==> config.mk <==
export PLATFORM = sky130hd
export DESIGN_NAME = alu_writeback_buffer
export DESIGN_NICKNAME = d
export VERILOG_FILES = /design/src/rtl/cpu_pkg.sv /design/src/rtl/wb_fifo_mem.sv /design/src/rtl/alu_writeback_buffer.sv
export SDC_FILE = /design/constraint.sdc
export NUM_CORES = 1
export LEC_CHECK = 0
export ABC_AREA = 1
export BUFFER_PORTS_ARGS = -buffer_cell sky130_fd_sc_hd__buf_4
export CORE_MARGIN = 4
export CORE_UTILIZATION = 28
export DETAILED_ROUTE_END_ITERATION = 6
export GPL_TIMING_DRIVEN = 0
export PLACE_DENSITY_LB_ADDON = 0.05
export SLEW_MARGIN = 40
export SYNTH_ARGS = -nofsm -noshare
export SYNTH_HDL_FRONTEND = slang
export SYNTH_HIERARCHICAL = 1
export SYNTH_SLANG_ARGS = --single-unit
==> constraint.sdc <==
create_clock -name clk -period 5.45 [get_ports clk]
set_input_delay 0.545 -clock clk [delete_from_list [all_inputs] [get_ports clk]]
set_output_delay 0.545 -clock clk [all_outputs]
set_load 0.1 [all_outputs]
==> src/rtl/cpu_pkg.sv <==
// cpu_pkg: shared writeback entry type and default sizing for the ALU writeback buffer.
package cpu_pkg;
    localparam int DEPTH_DEF  = 4;
    localparam int DATA_W_DEF = 32;

    typedef struct packed {
        logic [DATA_W_DEF-1:0] data;
        logic                  zero;
        logic [4:0]            rd;
        logic                  we;
    } entry_t;
endpackage

==> src/rtl/wb_fifo_mem.sv <==
// wb_fifo_mem: unreset entry storage with one write port, one read port and a full view for forwarding.
module wb_fifo_mem
    import cpu_pkg::*;
#(
    parameter  int DEPTH = DEPTH_DEF,
    localparam int AW    = $clog2(DEPTH)
) (
    input  logic          clk,
    input  logic          we,
    input  logic [AW-1:0] waddr,
    input  entry_t        wdata,
    input  logic [AW-1:0] raddr,
    output entry_t        rdata,
    output entry_t        entries [DEPTH]
);
    entry_t mem_q [DEPTH];

    always_ff @(posedge clk) begin
        if (we) mem_q[waddr] <= wdata;
    end

    assign rdata   = mem_q[raddr];
    assign entries = mem_q;
endmodule

==> src/rtl/alu_writeback_buffer.sv <==
// alu_writeback_buffer: FIFO of ALU results awaiting register writeback, with youngest-match forwarding.
module alu_writeback_buffer
    import cpu_pkg::*;
#(
    parameter  int DEPTH  = DEPTH_DEF,
    parameter  int DATA_W = DATA_W_DEF,
    localparam int AW     = $clog2(DEPTH),
    localparam int CW     = AW + 1
) (
    input  logic              clk,
    input  logic              rst_n,
    input  logic              in_valid,
    output logic              in_ready,
    input  logic [DATA_W-1:0] alu_out,
    input  logic              alu_zero,
    input  logic [4:0]        rd_addr,
    input  logic              reg_write,
    input  logic              flush,
    output logic              out_valid,
    input  logic              out_ready,
    output logic [DATA_W-1:0] wb_data,
    output logic              wb_zero,
    output logic [4:0]        wb_rd,
    output logic              wb_we,
    input  logic [4:0]        src_addr,
    output logic              fwd_hit,
    output logic [DATA_W-1:0] fwd_data,
    output logic              zero_flag,
    output logic [CW-1:0]     count
);
    logic [AW-1:0] rd_ptr_q, rd_ptr_d, wr_ptr_q, wr_ptr_d;
    logic [CW-1:0] count_q, count_d;
    logic          zero_q, zero_d;
    logic          push, pop;
    entry_t        wr_entry, head;
    entry_t        entries [DEPTH];

    assign out_valid = count_q != '0;
    assign in_ready  = (count_q < CW'(DEPTH)) | out_ready;
    assign push      = in_valid & in_ready;
    assign pop       = out_valid & out_ready;
    assign wr_entry  = '{data: alu_out, zero: alu_zero, rd: rd_addr, we: reg_write};

    wb_fifo_mem #(.DEPTH(DEPTH)) u_mem (
        .clk    (clk),
        .we     (push & ~flush),
        .waddr  (wr_ptr_q),
        .wdata  (wr_entry),
        .raddr  (rd_ptr_q),
        .rdata  (head),
        .entries(entries)
    );

    always_comb begin
        rd_ptr_d = flush ? '0 : rd_ptr_q + AW'(pop);
        wr_ptr_d = flush ? '0 : wr_ptr_q + AW'(push);
        count_d  = flush ? '0 : count_q + CW'(push) - CW'(pop);
        zero_d   = (pop & ~flush) ? head.zero : zero_q;
    end

    always_ff @(posedge clk or negedge rst_n) begin
        if (!rst_n) begin
            rd_ptr_q <= '0;
            wr_ptr_q <= '0;
            count_q  <= '0;
            zero_q   <= 1'b0;
        end else begin
            rd_ptr_q <= rd_ptr_d;
            wr_ptr_q <= wr_ptr_d;
            count_q  <= count_d;
            zero_q   <= zero_d;
        end
    end

    // Storage is unreset, so every view of it is gated by occupancy.
    assign wb_data   = out_valid ? head.data : '0;
    assign wb_zero   = out_valid & head.zero;
    assign wb_rd     = out_valid ? head.rd : '0;
    assign wb_we     = out_valid & head.we;
    assign zero_flag = zero_q;
    assign count     = count_q;

    // Scan oldest to youngest so the last match wins.
    always_comb begin
        logic [AW-1:0] idx;
        idx      = '0;
        fwd_hit  = 1'b0;
        fwd_data = '0;
        for (int i = 0; i < DEPTH; i++) begin
            idx = rd_ptr_q + AW'(i);
            if (CW'(i) < count_q && entries[idx].we && entries[idx].rd == src_addr && src_addr != 5'd0) begin
                fwd_hit  = 1'b1;
                fwd_data = entries[idx].data;
            end
        end
    end
endmodule

Word level (Yosys, flattened, before mapping)
Cells that the tools add are included.
{"block": "word_totals", "inputBits": 49, "wordCells": 98, "ff_bits": 164, "out_inout_bits": 78}
{"block": "classes", "n_mux": 28, "reduce_logical": 15, "n_addsub": 7, "bitwise_logic": 13, "magnitude_cmp": 11, "eq_ne": 4}
{"cell": "$mux W39", "count": 9}
{"cell": "$bmux W39 S2", "count": 4}
{"cell": "$mux W32", "count": 5}
{"cell": "$bwmux W156", "count": 1}
{"cell": "$demux W39 S2", "count": 1}
{"cell": "$eq A5 B5 Y1", "count": 4}
{"cell": "$ge A3 B3 Y1 const B", "count": 5}
{"cell": "$not A2 Y3", "count": 5}
{"cell": "$logic_and A1 B1 Y1", "count": 13}
{"cell": "$and A1 B1 Y1", "count": 6}
{"cell": "$lt A1 B3 Y1 const A", "count": 2}
{"cell": "$lt A2 B3 Y1 const A", "count": 2}
{"cell": "$mux W5", "count": 1}
{"cell": "$reduce_bool A5 Y1", "count": 1}
{"cell": "$add A2 B1 Y2", "count": 2}
{"cell": "$add A2 B2 Y2 const B", "count": 2}
{"cell": "$mux W1", "count": 4}
{"cell": "$mux W2", "count": 2}
{"cell": "$add A3 B1 Y3", "count": 1}
{"cell": "$lt A3 B1 Y1 const B", "count": 1}
{"cell": "$lt A3 B3 Y1 const B", "count": 1}
{"cell": "$mux W3", "count": 1}
{"cell": "$reduce_bool A3 Y1", "count": 1}
{"cell": "$sub A3 B1 Y3", "count": 1}
{"cell": "other kinds (3)", "count": 3}

Logic depth before layout (Yosys ltp)
Gate-level depths: netlist of the first run.
{"block": "depth", "word_depth": 11, "mapped_depth": 16}

Cells and area by module
Netlist of the first run, hierarchy kept.
{"module": "wb_fifo_mem", "n_inst": 1, "area_per_inst_um2": 6581.3, "cells_each": 619, "seq_area_each_um2": 4684.5}
{"module": "alu_writeback_buffer", "n_inst": 1, "area_per_inst_um2": 5823.1, "cells_each": 1184, "seq_area_each_um2": 200.2}

Least setup slack after synthesis of the first run
Ideal clock, no wire load.
{"block": "synth_timing", "path_kind": "reg-to-reg", "from": "reg count_q[2] (netlist: count[2])", "to": "reg u_mem.mem_q (netlist bit u_mem/entries[117]), enable pin", "arrival_time_ps": 4681, "path_stages_with_launch": 6, "period_less_slack_ps": 5165, "setup_slack_ps": 285, "path_buffers": 0, "setup_time_ps": 484, "cell_sequence": "dfrtp_1 -> nand2_1 -> nand2_1 -> nor2_1 -> inv_1 -> nor3_1"}
{"block": "synth_between", "elab_chain_len": 4}
{"element": "start: declaration", "line": "alu_writeback_buffer.sv:32", "rtl": "logic [CW-1:0] count_q, count_d;"}
{"element": "start signal: assignment", "line": "alu_writeback_buffer.sv:70", "rtl": "count_q <= count_d;"}
{"element": "$lt A3 B3 Y1", "line": "alu_writeback_buffer.sv:39", "rtl": "assign in_ready = (count_q < CW'(DEPTH)) | out_ready;"}
{"element": "$or A1 B1 Y1", "line": "alu_writeback_buffer.sv:39"}
{"element": "named net in_ready", "line": "alu_writeback_buffer.sv:13", "rtl": "output logic in_ready,"}
{"element": "$and A1 B1 Y1", "line": "alu_writeback_buffer.sv:40", "rtl": "assign push = in_valid & in_ready;"}
{"element": "$and A1 B1 Y1", "line": "alu_writeback_buffer.sv:46", "rtl": ".we (push & ~flush),"}
{"element": "end signal: indexed assignment", "line": "wb_fifo_mem.sv:19", "rtl": "if (we) mem_q[waddr] <= wdata;"}
{"element": "end: declaration", "line": "wb_fifo_mem.sv:16", "rtl": "entry_t mem_q [DEPTH];"}
The timed path passes the listed nets, and every way through them passes these cells.
A chain may end at the register's enable or synchronous reset.

Worst setup path in the final report of the first run
{"block": "layout_timing", "from": "reg rd_ptr_q[0]", "to": "out fwd_data[4]"}
{"block": "layout_between", "elab_chain_len": 11, "elab_cells_between_ends": 39, "cone_classes": "add/sub (3); eq/ne (4); mux (16); bitwise (4); reduce/logical (12)"}
{"element": "start: declaration", "line": "alu_writeback_buffer.sv:31", "rtl": "logic [AW-1:0] rd_ptr_q, rd_ptr_d, wr_ptr_q, wr_ptr_d;"}
{"element": "start signal: assignment", "line": "alu_writeback_buffer.sv:68", "rtl": "rd_ptr_q <= rd_ptr_d;"}
{"element": "$add A2 B1 Y2 / $not A2 Y3 (equally long branches)", "line": "alu_writeback_buffer.sv:90, alu_writeback_buffer.sv:91, alu_writeback_buffer.sv:93"}
{"element": "$not A2 Y3 (not written as such) / $bmux W39 S2 (equally long branches)", "line": "alu_writeback_buffer.sv:91, alu_writeback_buffer.sv:93"}
{"element": "$bmux W39 S2 / $mux W39 (equally long branches)", "line": "alu_writeback_buffer.sv:91, alu_writeback_buffer.sv:93"}
{"element": "$mux W39 (not written as such)", "line": "alu_writeback_buffer.sv:93", "rtl": "fwd_data = entries[idx].data;"}
{"element": "$mux W39 (not written as such), or another cell as far along", "line": "alu_writeback_buffer.sv:93"}
{"element": "$eq A5 B5 Y1 / $logic_and A1 B1 Y1 (equally long branches)", "line": "alu_writeback_buffer.sv:91", "rtl": "if (CW'(i) < count_q && entries[idx].we && entries[idx].rd == src_addr && src_addr != 5'd0) begin"}
{"element": "$logic_and A1 B1 Y1", "line": "alu_writeback_buffer.sv:91"}
{"element": "$logic_and A1 B1 Y1 / $mux W32 (equally long branches)", "line": "alu_writeback_buffer.sv:91"}
{"element": "$mux W32 (2 in a row)", "line": "alu_writeback_buffer.sv:91"}
{"element": "$mux W32 *", "line": "alu_writeback_buffer.sv:91"}
{"element": "end: declaration", "line": "alu_writeback_buffer.sv:27", "rtl": "output logic [DATA_W-1:0] fwd_data,"}
Every way passes the cells marked *; elsewhere a longest branch is shown, timed or not. The select of a mux whose other input is x is not followed.

==> results of run 1 <==
==> kinds of logic after synthesis <==
logic type                 Yosys count  synth area share
adders and majority gates            7          0.007666
muxes                               64           0.05164
xor gates and xnor gates             3          0.002119
and+or+nand+nor                    943            0.3177
AOI/OAI and AO/OA                  243           0.09825
buffers and inverters              379            0.1288
DFF                                164            0.3938
==> critical path: stages, from the launching register on <==
cell and delay [ns]:
sky130_fd_sc_hd__dfrtp_1 0.48, sky130_fd_sc_hd__inv_2 0.19, sky130_fd_sc_hd__clkbuf_1 0.50, sky130_fd_sc_hd__nand2_1 0.16, sky130_fd_sc_hd__nand3_1 0.10, sky130_fd_sc_hd__nand2_1 0.06, sky130_fd_sc_hd__nor2_1 0.18, sky130_fd_sc_hd__nand2_1 0.11
sky130_fd_sc_hd__nor2_2 0.47, sky130_fd_sc_hd__buf_2 0.32, sky130_fd_sc_hd__nand4_1 0.10, sky130_fd_sc_hd__nand2_1 0.08, sky130_fd_sc_hd__nand3_1 0.06, sky130_fd_sc_hd__a21oi_1 0.27, sky130_fd_sc_hd__buf_4 0.35
==> power by group through the flow <==
stage                     Clock, uW  Sequential, uW  Combinational (uW)
final                          1220            1530                5980
after global placement            0            1560                5930
after detailed placement          0            1550                5980
after global routing           1290            1530                6410
after CTS                      1240            1530                6000
after floorplan                   0            1630                4160
==> per-stage QoR <==
step	power, uW	instances
3_3_place_gp	7491	2514
5_1_grt	9232	2580
6_report	8723	2580
4_1_cts	8763	2580
3_5_place_dp	7528	2547
2_1_floorplan	5789	1803
==> state kept, by name, summed over array words and instances (netlist names) <==
name,count
zero_flag,1
wr_ptr_q,2
rd_ptr_q,2
u_mem/entries,156
count,3
==> layout make-up <==
| class | count | area [um2] |
|---|---|---|
| inverters | 258 | 968.4 |
| flip-flops and latches | 164 | 4885 |
| plain buffers | 121 | 630.6 |
| well taps | 585 | 732.0 |
| fillers | 4676 | 28540 |
| clock inverters | 10 | 70.07 |
| clock buffers | 22 | 506.7 |
| repair buffers | 160 | 1176 |
| multi-input cells | 1260 | 5947 |
==> path summary, 6_finish.rpt <==
check	start	end	slack, ns	cells after the start
min in group asynchronous	rst_n	count[0]$_DFF_PN0_	0.42	2
worst min register to register	zero_flag$_DFFE_PN0P_	zero_flag$_DFFE_PN0P_	0.51	2
worst min-delay path	rd_addr[2]	u_mem/entries[81]$_DFFE_PP_	0.26	1
worst max register to register	count[2]$_DFF_PN0_	u_mem/entries[149]$_DFFE_PP_	3.10	8
worst max-delay path	rd_ptr_q[0]$_DFF_PN0_	fwd_data[4]	0.97	14
max in group asynchronous	rst_n	wr_ptr_q[1]$_DFF_PN0_	4.89	2
==> what timing repair did <==
| item | 4_1_cts | 5_1_grt |
|---|---|---|
| setup endpoints to repair | 0 | 0 |
| buffers inserted | 0 | 0 |
| hold buffers | 1 | 0 |
| endpoints found under the hold margin | 8 | 0 |
==> Yosys cell counts (2+ instances only) <==
| library cell | n |
|---|---|
| sky130_fd_sc_hd__nand4_1 | 65 |
| sky130_fd_sc_hd__nor2_1 | 159 |
| sky130_fd_sc_hd__buf_2 | 62 |
| sky130_fd_sc_hd__nand2_1 | 555 |
| sky130_fd_sc_hd__o21ai_0 | 191 |
| sky130_fd_sc_hd__nor2_2 | 4 |
| sky130_fd_sc_hd__nand3_1 | 147 |
| sky130_fd_sc_hd__inv_2 | 5 |
| sky130_fd_sc_hd__buf_1 | 8 |
| sky130_fd_sc_hd__o21ai_1 | 15 |
| sky130_fd_sc_hd__nor2_4 | 3 |
| sky130_fd_sc_hd__inv_1 | 253 |
| sky130_fd_sc_hd__ha_1 | 6 |
| sky130_fd_sc_hd__nor3_1 | 5 |
| sky130_fd_sc_hd__nand2_2 | 2 |
| sky130_fd_sc_hd__dfrtp_1 | 8 |
| sky130_fd_sc_hd__mux2i_1 | 64 |
| sky130_fd_sc_hd__a21oi_1 | 36 |
| sky130_fd_sc_hd__buf_4 | 6 |
| sky130_fd_sc_hd__clkbuf_1 | 35 |
| sky130_fd_sc_hd__buf_6 | 10 |
| sky130_fd_sc_hd__edfxtp_1 | 156 |
| sky130_fd_sc_hd__xor2_1 | 2 |
==> routing by layer <==
layer | GRT usage | share of wire | up-vias
li1 | - | - | 6174
met1 | 0.2921 | 0.46 | 5938
met2 | 0.3526 | 0.46 | 414
met3 | 0.03587 | 0.058 | 60
met4 | 0.06151 | 0.020 | 2
met5 | 0 | 0.00025 | -
==> results.txt, run 1 <==
* Most area-consuming cells after synthesis: sky130_fd_sc_hd__edfxtp_1, sky130_fd_sc_hd__nand2_1, sky130_fd_sc_hd__o21ai_0, sky130_fd_sc_hd__inv_1, sky130_fd_sc_hd__nand3_1
- Of the available clock period, the critical path in the final layout requires 0.8214.
- Highest net fanout along the worst path: 10
- The floorplan has 76 rows.
* Detail Placement HPWL: 37410 um
- Global-route usage over all layers: 0.2147
* Commonest non-fill, non-tap cell in the layout: sky130_fd_sc_hd__nand2_1
- Final routed DRC violation total: 0
- The top cell types in the final layout, fill and taps aside, are sky130_fd_sc_hd__nand2_1, sky130_fd_sc_hd__inv_1, sky130_fd_sc_hd__o21ai_0.
- Total global routing overflow: 0
- Clock Pin Slew Worst Setup and Hold Paths: 0.07 ns
- Shortest clock period the worst path allows after layout: 4.476 ns
- Hold crit path type: input port to register
* Setup Viol. Count Final: 0
* End-of-flow core utilization: 0.3432
- Data on the critical path is required at its endpoint by 4.91 ns.
* Pwr Density: 584.8 nW/um2
* Number of nets in the synthesized netlist: 1859
- In this run the remaining antenna-violating nets after routing total 0.
- Number of endpoints with negative hold slack in the final report: 0
- The core region is 43460 um2.
- Of the synthesized area, sequential elements account for 0.3938.
- Top-level port count: roughly 130
- 0 antenna diodes ended up in the layout.
- The H-tree generated during clock tree synthesis spans 4 levels.
- After the last flow step, the layout net total stands at 2038.
- Clock tree synthesis selected as its root buffer the cell sky130_fd_sc_hd__clkbuf_16.
- In this run the tightest slew margin relative to its limit is 0.4380.
* Layout area overhead: 20.24%
- During placement, the flow inserted port buffers numbering 126.
* Number of violations of the max-capacitance limit: 0
- Effective utilization at floorplan: 0.2854
- The initial antenna violation count is 1.
* Fraction of registers with async set/reset: 0.04878
* Vert. Die Dim: 218.5 um
- For this run, the leading register cell type out of synthesis is sky130_fd_sc_hd__edfxtp_1.
- Unique masters post-synth: 29
* Status: finished, final reports clean
- Routed vias: 12588
- Critical path capture point type: primary output
- Number of synthesized register bits: 164
* Switching power as a share of total power: 0.6067
- Routability-driven placement finished with a final weighted congestion of 0.8360.
* Combinational group share of total power: 0.685
- Die footprint: roughly 48000 um2
- Largest net degree at the start of global routing: 17
- Counting the buffers created by CTS gives 17.
- Clock skew on the completed layout was measured at around 0.011 ns.
* Average wire per cell in the routed design: just under 20 um
* Die X-Extent: 218.5 um
- Detailed Route Iter0 Violations: 875
- The worst setup path is launched from a register.
- The clock reaches the later pin of the worst-skew pair after 0.48 ns.
- The longest clock path from root to sink contains 2 buffers.
* DRT Wirelength: 51110 um
- After routing, the total negative slack on setup checks comes to 0 ns.
* Number of warnings issued by yosys: 6
- Worst-case vdd ir drop: between 0.4 and 0.5 mV
- Max Clock Freq: approximately 220 MHz
- Fin worst setup slack: between 0.9 and 1 ns
- Number of synthesized flops with an enable pin: approximately 160
- Ratio of cells with drive above 1 in the final layout: 0.1454
- Final number of max-transition violations: 0
- After routing the design area is 14920 um2.
- The largest total area in the synthesized netlist belongs to sky130_fd_sc_hd__edfxtp_1.
* Synth Instances: 1803
- Portion of total power attributed to the clock network: 0.140
- Area share of the largest cell type after synthesis: 0.3776
- Global-route wire length before repair: 76500 um
* Net switching power of the design: 5292 uW
* Slew at the pin closest to its max-slew limit: 0.8430 ns
- Gates resized during post-CTS repair numbered 0.
* Placed standard-cell area: 14330 um2
- The mapped netlist covers 12400 um2.
- Drt first pass iters: 6
- Relative contribution of sequential cells to total power: 0.175
* Crit path DAT: between 3 and 4 ns
* Design internal power: 3431 uW
- TritonCTS clock tree: done
- In this run the static leakage power is about 0.007 uW.
- Across all hold checks on the routed design, the worst slack comes to 0.2648 ns.
- Pre-CTS WS: 1.499 ns
- Setup repair after global routing left no endpoint under its margin.
* Via count of the first global-routing pass: 12222
- Clock tree synthesis found a total of 164 sinks.
- Using the TritonRoute via totals, the vias-per-cell ratio works out to just under 5.
- The worst setup path is of the register to primary output kind.
- Average size of a mapped cell: 6.880 um2
(Power assumes the default switching activity.)
==> run 2: changes to the inputs <==
--- a/config.mk
+++ b/config.mk
@@ -5,7 +5,7 @@
 export SDC_FILE = /design/constraint.sdc
 export NUM_CORES = 1
 export LEC_CHECK = 0
-export ABC_AREA = 1
+export ABC_AREA = 0
 export BUFFER_PORTS_ARGS = -buffer_cell sky130_fd_sc_hd__buf_4
 export CORE_MARGIN = 4
 export CORE_UTILIZATION = 28
==> constraint.sdc (replaced) <==
create_clock -name clk -period 3.96 [get_ports clk]
set_input_delay 0.396 -clock clk [delete_from_list [all_inputs] [get_ports clk]]
set_output_delay 0.396 -clock clk [all_outputs]
set_load 0.1 [all_outputs]
==> results.txt, run 2 <==
- The flow ran to the end, and the final reports show no timing, DRC or antenna violations.
- The register bit total from synthesis came to 164 (unchanged).
* Area fraction in compound gates after synthesis: 0.09663 (-0.001618)
* Max Clock Freq: 263.2 MHz
* Number of nets in the synthesized netlist: 932 (-50%)
* Clock Pin Slew Worst Setup and Hold Paths: 0.07 ns (about the same)
- The antenna diode count was 0 (unchanged).
* Crit path DAT: 3.40 ns (-0.53 ns)
* Lkg Pwr: 0.004639 uW (-35%)
- The total power of the final layout was 9381 uW (+7.5%).
* Max stage delay on crit path: 0.54 ns (+0.04 ns)
- Detail-routed via count per cell: 5.262 (+7.8%)
- The simple-gate share of the synthesized area was 0.09372 (-0.2240).
- Die footprint: 43270 um2 (-9.4%)
* Final number of max-transition violations: 0 (unchanged)
- The multiplexer share of the synthesized area is 0.3019 (+0.2503).
- Unique masters post-synth: 52 (+79%)
* Slowest-stage cell, CP: sky130_fd_sc_hd__mux4_2
* TritonCTS Buffers: 17 (unchanged)
- The number of nets at the end of the flow was 1096 (-46%).
* Via count of the first global-routing pass: 8989 (-26%)
- Adder-cell share of the synthesized area: 0.008490 (+0.0008238)
- The slew at the pin closest to its max-slew limit was 0.7799 ns (-0.06310 ns).
* Total global routing overflow: 0 (unchanged)
- Pwr Density: 668.6 nW/um2 (+14%)
- The met1 track utilization from global routing was 0.2528 (-0.03937).
* Average size of a mapped cell: 12.79 um2 (+86%)
- Worst R2R Path Depth: 9 (+1)
* Number of violations of the max-capacitance limit: 0 (unchanged)
- Htree depth: 4 (unchanged)
- The routed design could run at a clock period as short as 3.799 ns.
- The standard cell core area came to 39640 um2 (-8.8%).
- Hold crit path type: input port to register
- Required time at the worst-slack endpoint: 3.56 ns (-1.35 ns)
- STA classifies the critical path endpoint as a primary output.
- By area, the combinational part of the netlist is dominated by multiplexers.
- Detail Placement HPWL: 28410 um (-24%)
- The global routing stage identified its most utilized layer as met2.
* Start point of the worst min-delay path: reg_write
- The critical path ends at fwd_data[25].
- Worst-case vdd ir drop: 0.6647 mV (+43%)
- The critical path is of the register to primary output type.
* Worst setup SP type: register
* Worst setup slack for register-to-register paths: 1.38 ns (-1.72 ns)
- Critical path origin: rd_ptr_q[0]$_DFF_PN0_
- The cell count after synthesis came to 876 (-51%).
- From synthesis to final layout, the design area changed by 25.27%.
- The post-layout instance area was 14030 um2 (-5.9%).
- Vert. Die Dim: 208.0 um (-4.8%)
- By area the synthesized netlist is led by sky130_fd_sc_hd__edfxtp_1, sky130_fd_sc_hd__mux4_2, sky130_fd_sc_hd__mux2i_1, sky130_fd_sc_hd__mux2_2, sky130_fd_sc_hd__nor2b_1.
- Most instantiated library cell after synthesis: sky130_fd_sc_hd__edfxtp_1
- The highest fanout seen on the critical path is 10 (unchanged).
- Antenna Nets Post-Route: 0 (unchanged)
* Number of endpoints with negative hold slack in the final report: 0 (unchanged)
- Insertion delay to the later sink of the worst-skew pair: 0.45 ns (-0.03 ns)
- Cell type with the highest aggregate area in the netlist: sky130_fd_sc_hd__edfxtp_1
- The summed instance area of the synthesized netlist was 11200 um2 (-9.7%).
- Ratio of cells with drive above 1 in the final layout: 0.3865 (+0.2412)
- In the synthesized netlist the dominant register cell turns out to be sky130_fd_sc_hd__edfxtp_1.
- GR Util met3: 0.03317 (-0.002701)
- The number of failing setup endpoints in the final timing report was 0 (unchanged).
* Number of synthesized flops with an enable pin: 156 (unchanged)
- Placer's final routability congestion estimate: 0.7662 (-8.3%)
- The first-pass detailed-route iteration total was 4 (-2).
- Post-synth top cells: sky130_fd_sc_hd__edfxtp_1, sky130_fd_sc_hd__mux2i_1, sky130_fd_sc_hd__mux4_2, sky130_fd_sc_hd__nand2_1, sky130_fd_sc_hd__nor2_1
- The number of clock sinks seen by CTS came to 164 (unchanged).
- The largest net degree at the start of global routing came to 27 (+10).
* Global-route wire length before repair: 59430 um (-22%)
* Number of antenna violations at the first check in global routing: 1 (unchanged)
- Die X-Extent: 208.0 um (-4.8%)
- The synthesized-area fraction occupied by xor and xnor cells is 0.02067 (+0.01855).
- Grt met2 use: 0.3001 (-0.05245)
- Number of warnings issued by yosys: 6 (unchanged)
- The top-level I/O count came to 127 (unchanged).
- Max reg flops: 156 (unchanged)
* Series of cell instances along the critical path: buf_12, buf_12, buf_8, mux4_2, xnor2_2, nand4_4, nor2_4, buf_4, a21oi_1, a22oi_2, buf_6
- Final routed DRC violation total: 0 (unchanged)
* Commonest non-fill, non-tap cell in the layout: sky130_fd_sc_hd__edfxtp_1
- The proportion of netlist area held by the largest area contributor came to 0.4182 (+0.04058).
* Routed vias: 8303 (-34%)
- Detailed Route Iter0 Violations: 607 (-31%)
- The setup TNS after final layout is 0 ns (unchanged).
- Number of buffers inserted by port buffering: 120 (-4.8%)
- The post-synthesis async set-or-reset flop share was 0.04878 (unchanged).
- The setup skew after layout came to 0.01335 ns (+0.002530 ns).
- TritonCTS built the clock tree.
- Crit Reg-Reg Startpoint: count[0]$_DFF_PN0_
- The final wirelength was 39580 um (-23%).
- The worst register-to-register path ends at count[2]$_DFF_PN0_.
- By instance count, the cell type seen most on the critical path is sky130_fd_sc_hd__buf_12.
* Global-route usage over all layers: 0.1823 (-0.03230)
- The number of rows in the core area came to 73 (-3.9%).
- Relative slew slack: 0.4801 (+0.04207)
- CTS placed an instance of sky130_fd_sc_hd__clkbuf_16 at the clock tree root.
* Filler cell count in the final layout: 3942 (-16%)
- Share of the yosys chip area belonging to registers: 0.4361 (+0.04232)
- Of the available clock period, the critical path in the final layout requires 0.9594.
- RSZ-0062 raised after global routing: no
* Maximum buffer depth of the clock tree: 2 (unchanged)
- Effective utilization at floorplan: 0.2826 (-0.002885)
* Average wire per cell in the routed design: 25.08 um (+27%)
- In the layout the commonest cells are sky130_fd_sc_hd__edfxtp_1, sky130_fd_sc_hd__mux2i_1, sky130_fd_sc_hd__buf_4.
* Placed standard-cell area: 12980 um2 (-9.4%)
run 2: cell types whose count changed in the layout (fill, tap and decap cells not counted), moves of 25 or more:
cell                      change
sky130_fd_sc_hd__buf_2       -62
sky130_fd_sc_hd__buf_4       -25
sky130_fd_sc_hd__buf_6       +25
sky130_fd_sc_hd__inv_1      -246
sky130_fd_sc_hd__mux2_2      +37
sky130_fd_sc_hd__mux2i_1     +68
sky130_fd_sc_hd__mux4_2      +73
sky130_fd_sc_hd__nand2_1    -497
sky130_fd_sc_hd__nand3_1    -147
sky130_fd_sc_hd__nand4_1     -64
sky130_fd_sc_hd__nor2_1     -113
sky130_fd_sc_hd__nor2b_1     +44
sky130_fd_sc_hd__nor3_1      +27
sky130_fd_sc_hd__o21ai_0    -180
run 2: final cells by class:
cell class                      instances  area, um2  share of cell area
Clock inverter                         15      147.6             0.01052
Clock buffer                           17      425.4             0.03032
Timing Repair Buffer                  146       1314             0.09363
Tap cell                              525      656.9             0.04682
Inverter                                7      26.28            0.001873
Multi-Input combinational cell        622       5991              0.4270
Buffer                                 82      584.3             0.04164
Sequential cell                       164       4886              0.3482
run 2: cell families (layout without fill, tap and decap cells):
kind of cell,count (synthesis),after routing
muxes,242,242
xor gates and xnor gates,23,23
DFF,164,164
buffers and inverters,90,267
adders and majority gates,7,7
AOI/OAI and AO/OA,146,146
and+or+nand+nor,204,204
run 2: report_power, final:
part           leakage (uW)  switching [uW]  total [uW]  internal (uW)
sequential          0.00152            88.5        2090           2000
combinational       0.00284            3890        5630           1740
clock              0.000278             781        1660            882
total               0.00464            4760        9380           4620
run 2: per-stage QoR:
| step | util | instances | hold WS, ns | setup WS (ns) |
|---|---|---|---|---|
| after floorplan | - | 876 | 0.1004 | 0.007500 |
| after global placement | 0.3234 | 1521 | 0.2249 | -0.1129 |
| after detailed placement | 0.3274 | 1530 | 0.2258 | -0.1071 |
| after CTS | 0.3512 | 1577 | 0.1151 | -0.002836 |
| after global routing | 0.3540 | 1578 | 0.1136 | 0.002477 |
| final | 0.3540 | 1578 | 0.1374 | 0.1607 |
run 2: worst min path at each step:
stage                              endpoint  slack [ns]  cells past startpoint
2_1_floorplan            count[0]$_DFF_PN0_        0.10                      0
3_3_place_gp          wr_ptr_q[0]$_DFF_PN0_        0.22                      1
3_5_place_dp          zero_flag$_DFFE_PN0P_        0.23                      1
4_1_cts        u_mem/entries[153]$_DFFE_PP_        0.12                      1
5_1_grt        u_mem/entries[154]$_DFFE_PP_        0.11                      1
6_report       u_mem/entries[117]$_DFFE_PP_        0.14                      1
run 2: timing repair:
item,4_1_cts,5_1_grt
resized for setup,66,36
hold endpoints to repair,8,0
endpoints found under the setup margin,33,32
buffers inserted,15,1
hold buffers,1,0
pin swaps,10,6
cloned,0,0
run 2: per-layer routing:
layer | vias up | wire [um]
met3 | 40 | 1472
met5 | - | 13
met2 | 197 | 19010
met4 | 2 | 626
met1 | 4277 | 18460
li1 | 3787 | -
run 2: worst max-delay path: cells and delay by family, from the launching register on:
kind	cells	cell delay, ns
flops	1	0.44
buf+inv	5	0.93
compound gates	2	0.33
simple gates	2	0.44
xor+xnor	1	0.23
mux	1	0.54
==> run 3: changes to the inputs <==
--- a/config.mk
+++ b/config.mk
@@ -15,5 +15,4 @@
 export SLEW_MARGIN = 40
 export SYNTH_ARGS = -nofsm -noshare
 export SYNTH_HDL_FRONTEND = slang
-export SYNTH_HIERARCHICAL = 1
 export SYNTH_SLANG_ARGS = --single-unit
==> results.txt, run 3 <==
- Effective utilization at floorplan: 0.2836 (+0.001080)
- Number of buffers inserted by port buffering: 121 (+0.83%)
* Worst-case vdd ir drop: 0.5455 mV (-18%)
- Most area-consuming cells after synthesis: sky130_fd_sc_hd__edfxtp_1, sky130_fd_sc_hd__mux2i_1, sky130_fd_sc_hd__o41ai_1, sky130_fd_sc_hd__mux2_2, sky130_fd_sc_hd__a31oi_1
- Core region area: 38650 um2 (-2.5%)
- The overall die height came to 205.9 um (-1.0%).
* Sinks on the clock net: 164 (unchanged)
- The share of post-route cells with drive strength above 1 is 0.4337 (+0.04723).
- The number of H-tree levels is 4 (unchanged).
- The flow ran to the end, and the final reports show no timing, DRC or antenna violations.
* Unique masters post-synth: 41 (-21%)
* Shortest clock period the worst path allows after layout: 3.895 ns (+0.09565 ns)
- The antenna diode count is 0 (unchanged).
- Clock Pin Slew Worst Setup and Hold Paths: 0.07 ns (about the same)
* Maximum buffer depth of the clock tree: 2 (unchanged)
* Number of synthesized register bits: 164 (unchanged)
* Slew at the pin closest to its max-slew limit: 0.9149 ns (+0.1350 ns)
* Post-synth top cells: sky130_fd_sc_hd__edfxtp_1, sky130_fd_sc_hd__mux2i_1, sky130_fd_sc_hd__o41ai_1, sky130_fd_sc_hd__nand2_1, sky130_fd_sc_hd__clkbuf_1
- The routability-driven placement congestion ratio is 0.7843 (+2.4%).
- The post-layout worst setup margin came to 0.06509 ns (-0.09565 ns).
- The number of hold violations in the final report was 0 (unchanged).
- Detail Placement HPWL: 30210 um (+6.3%)
* Worst R2R Path Depth: 8 (-1)
- Lkg Pwr: 0.004941 uW (+6.5%)
* Largest clock skew in the final design: 0.01145 ns (-0.001902 ns)
- Period utilisation layout: 0.9836 (+0.02416)
- The path with the worst hold slack has its endpoint at u_mem.entries[25]$_DFFE_PP_.
- The top-level I/O count came to 127 (unchanged).
- Fraction of registers with async set/reset: 0.04878 (unchanged)
- Highest-count cells in the layout ignoring fill and taps: sky130_fd_sc_hd__edfxtp_1, sky130_fd_sc_hd__mux2i_1, sky130_fd_sc_hd__buf_4
* RSZ-0062 raised after global routing: yes
- The worst slew margin relative to its limit came to 0.3901 (-0.09001).
* Highest net fanout along the worst path: 10 (unchanged)
- Placed standard-cell area: 13440 um2 (+3.6%)
- The required time at the worst-slack endpoint is 3.56 ns (about the same).
- Start point of the worst min-delay path: alu_out[18]
- Routed vias: 9201 (+11%)
* Max reg flops: 156 (unchanged)
- The CTS buffer count was 17 (unchanged).
* Synth Flop Type: sky130_fd_sc_hd__edfxtp_1
* Synth Instances: 951 (+8.6%)
- Area of the mapped netlist: 10960 um2 (-2.1%)
* Net count of the finished layout: 1175 (+7.2%)
* Insertion delay to the later sink of the worst-skew pair: 0.45 ns (about the same)
* Worst setup slack for register-to-register paths: 1.52 ns (+0.14 ns)
* Commonest non-fill, non-tap cell in the layout: sky130_fd_sc_hd__edfxtp_1
* Detailed Route Iter0 Violations: 568 (-6.4%)
- The largest net degree at the start of global routing was 21 (-22%).
- The count of flip-flops with a built-in enable after synthesis came to 156 (unchanged).
- The post-layout instance area was 15350 um2 (+9.4%).
- TritonCTS built the clock tree.
- Area share of the largest cell type after synthesis: 0.4273 (+0.009118)
- Setup CP Type: register to primary output
- The data arrival time of the critical path came to 3.50 ns (+0.10 ns).
- Number of warnings issued by yosys: 0 (-6)
* Core Rows: 72 (-1.4%)
- STA classifies the critical path endpoint as a primary output.
- The count of nets left with antenna violations after detail routing came to 0 (unchanged).
- The worst slack at placement was -0.1668 ns (-0.05978 ns).
- The per-cell via count in the routed design came to 5.576 (+6.0%).
- Share of the yosys chip area belonging to registers: 0.4456 (+0.009508)
- Number of violations of the max-capacitance limit: 0 (unchanged)
- Pwr Density: 796.4 nW/um2 (+19%)
- The path class of the tightest hold or removal check is input port to register.
- The startpoint identified for the worst register-to-register timing path is count[2]$_DFF_PN0_.
- The number of max-slew violations in the final report is 0 (unchanged).
* Final routed DRC violation total: 0 (unchanged)
- The final wirelength came to 44460 um (+12%).
- Compared with the post-synthesis result, the final layout area differs by 40.01%.
- Endpoint of the worst-slack reg-to-reg timing path: u_mem.entries[141]$_DFFE_PP_
* Total global routing overflow: 0 (unchanged)
- The first-pass detailed-route iteration total came to 5 (+1).
- Worst setup SP type: register
- Global-route usage over all layers: 0.2070 (+0.02463)
* Via count of the first global-routing pass: 9453 (+5.2%)
- The number of failing setup endpoints in the final timing report came to 0 (unchanged).
* Cell at the root of the clock tree: sky130_fd_sc_hd__clkbuf_16
* Power Total: 12220 uW (+30%)
- The worst hold path depth was 1 (unchanged).
* Number of antenna violations at the first check in global routing: 1 (unchanged)
- The overall die area is 42380 um2 (-2.1%).
- Max Clock Freq: 256.7 MHz (-2.5%)
* Die X-Extent: 205.9 um (-1.0%)
- Summed over all instances, the cell type with the most area after synthesis is sky130_fd_sc_hd__edfxtp_1.
* Number of nets in the synthesized netlist: 1007 (+8.0%)
- Average size of a mapped cell: 11.53 um2 (-9.9%)
- Average wire per cell in the routed design: 26.94 um (+7.4%)
* Global-route wire length before repair: 64230 um (+8.1%)
* Most instantiated library cell after synthesis: sky130_fd_sc_hd__edfxtp_1
==> run 3: cell count changes after synthesis, moves of 33 or more <==
cell,previous run,this run
sky130_fd_sc_hd__o41ai_1,0,96
sky130_fd_sc_hd__mux4_2,73,16
sky130_fd_sc_hd__clkbuf_1,31,72
sky130_fd_sc_hd__a31oi_1,26,64
sky130_fd_sc_hd__a21oi_1,37,1
sky130_fd_sc_hd__nor2b_1,44,11
==> run 3: critical path: stages, from the launching register on <==
cell and delay (ns):
sky130_fd_sc_hd__dfrtp_1 0.40, sky130_fd_sc_hd__buf_6 0.16, sky130_fd_sc_hd__mux4_2 0.53, sky130_fd_sc_hd__xnor2_2 0.18, sky130_fd_sc_hd__nand4_1 0.25, sky130_fd_sc_hd__buf_6 0.23
sky130_fd_sc_hd__nor2_8 0.15, sky130_fd_sc_hd__o211ai_1 0.18, sky130_fd_sc_hd__buf_4 0.21, sky130_fd_sc_hd__buf_8 0.17, sky130_fd_sc_hd__o32ai_4 0.35, sky130_fd_sc_hd__buf_12 0.22
==> run 3: logic make-up after synthesis <==
family / share of synthesized area
muxes: 0.2339
DFF: 0.4456
adders and majority gates: 0.008675
buffers and inverters: 0.04577
AOI/OAI and AO/OA: 0.1639
and+or+nand+nor: 0.08298
xor gates and xnor gates: 0.01918
==> run 3: timing repair <==
| item | CTS | global route |
|---|---|---|
| hold buffers | 1 | 0 |
| setup endpoints to repair | 33 | 32 |
| gates cloned | 1 | 0 |
| pin swaps | 9 | 16 |
| resized for setup | 135 | 153 |
| hold endpoints to repair | 8 | 0 |
| buffers inserted | 9 | 1 |
==> run 3: per-stage QoR <==
step           hold WS [ns]    util  instances  TNS (ns)
2_1_floorplan        0.1004       -        951    -15.56
3_3_place_gp         0.2264  0.3414       1590    -64.52
3_5_place_dp         0.2256  0.3478       1607    -3.991
4_1_cts              0.1196  0.3786       1650         0
5_1_grt              0.1298  0.3971       1650   -0.5874
6_report             0.1420  0.3971       1650         0
==> run 3: worst max path at each step <==
stage	endpoint	start	slack, ns	cells after the start
6_report	fwd_data[24]	rd_ptr_q[0]$_DFF_PN0_	0.07	11
5_1_grt	fwd_data[22]	rd_ptr_q[0]$_DFF_PN0_	-0.05	10
4_1_cts	fwd_data[28]	rd_ptr_q[0]$_DFF_PN0_	0.009	9
3_5_place_dp	fwd_data[22]	rd_ptr_q[0]$_DFF_PN0_	-0.17	10
3_3_place_gp	u_mem.entries[95]$_DFFE_PP_	out_ready	-1.38	6
2_1_floorplan	u_mem.entries[100]$_DFFE_PP_	count[2]$_DFF_PN0_	-0.36	5
==> run 3: layer usage <==
layer  GRT usage  part of all wire  vias up
met5           0                 0        -
met2      0.3407              0.48      306
met1      0.2850              0.44     4661
li1            -                 -     4171
met4     0.05252             0.020        0
met3     0.03468             0.053       63
==> run 3: cell type report <==
type                    instances  area [um2]
inverters                       9       33.78
repair buffers                150        1559
clock inverters                 9       153.9
plain buffers                 107       613.1
fillers                      3711       23300
flip-flops and latches        164        4885
clock buffers                  23       457.9
well taps                     518       648.1
multi-input cells             670        6997
==> run 3: report_power, final <==
part,internal (uW),switching [uW]
registers,2000,68.9
clock network,1070,721
logic,2430,5930
total,5500,6720
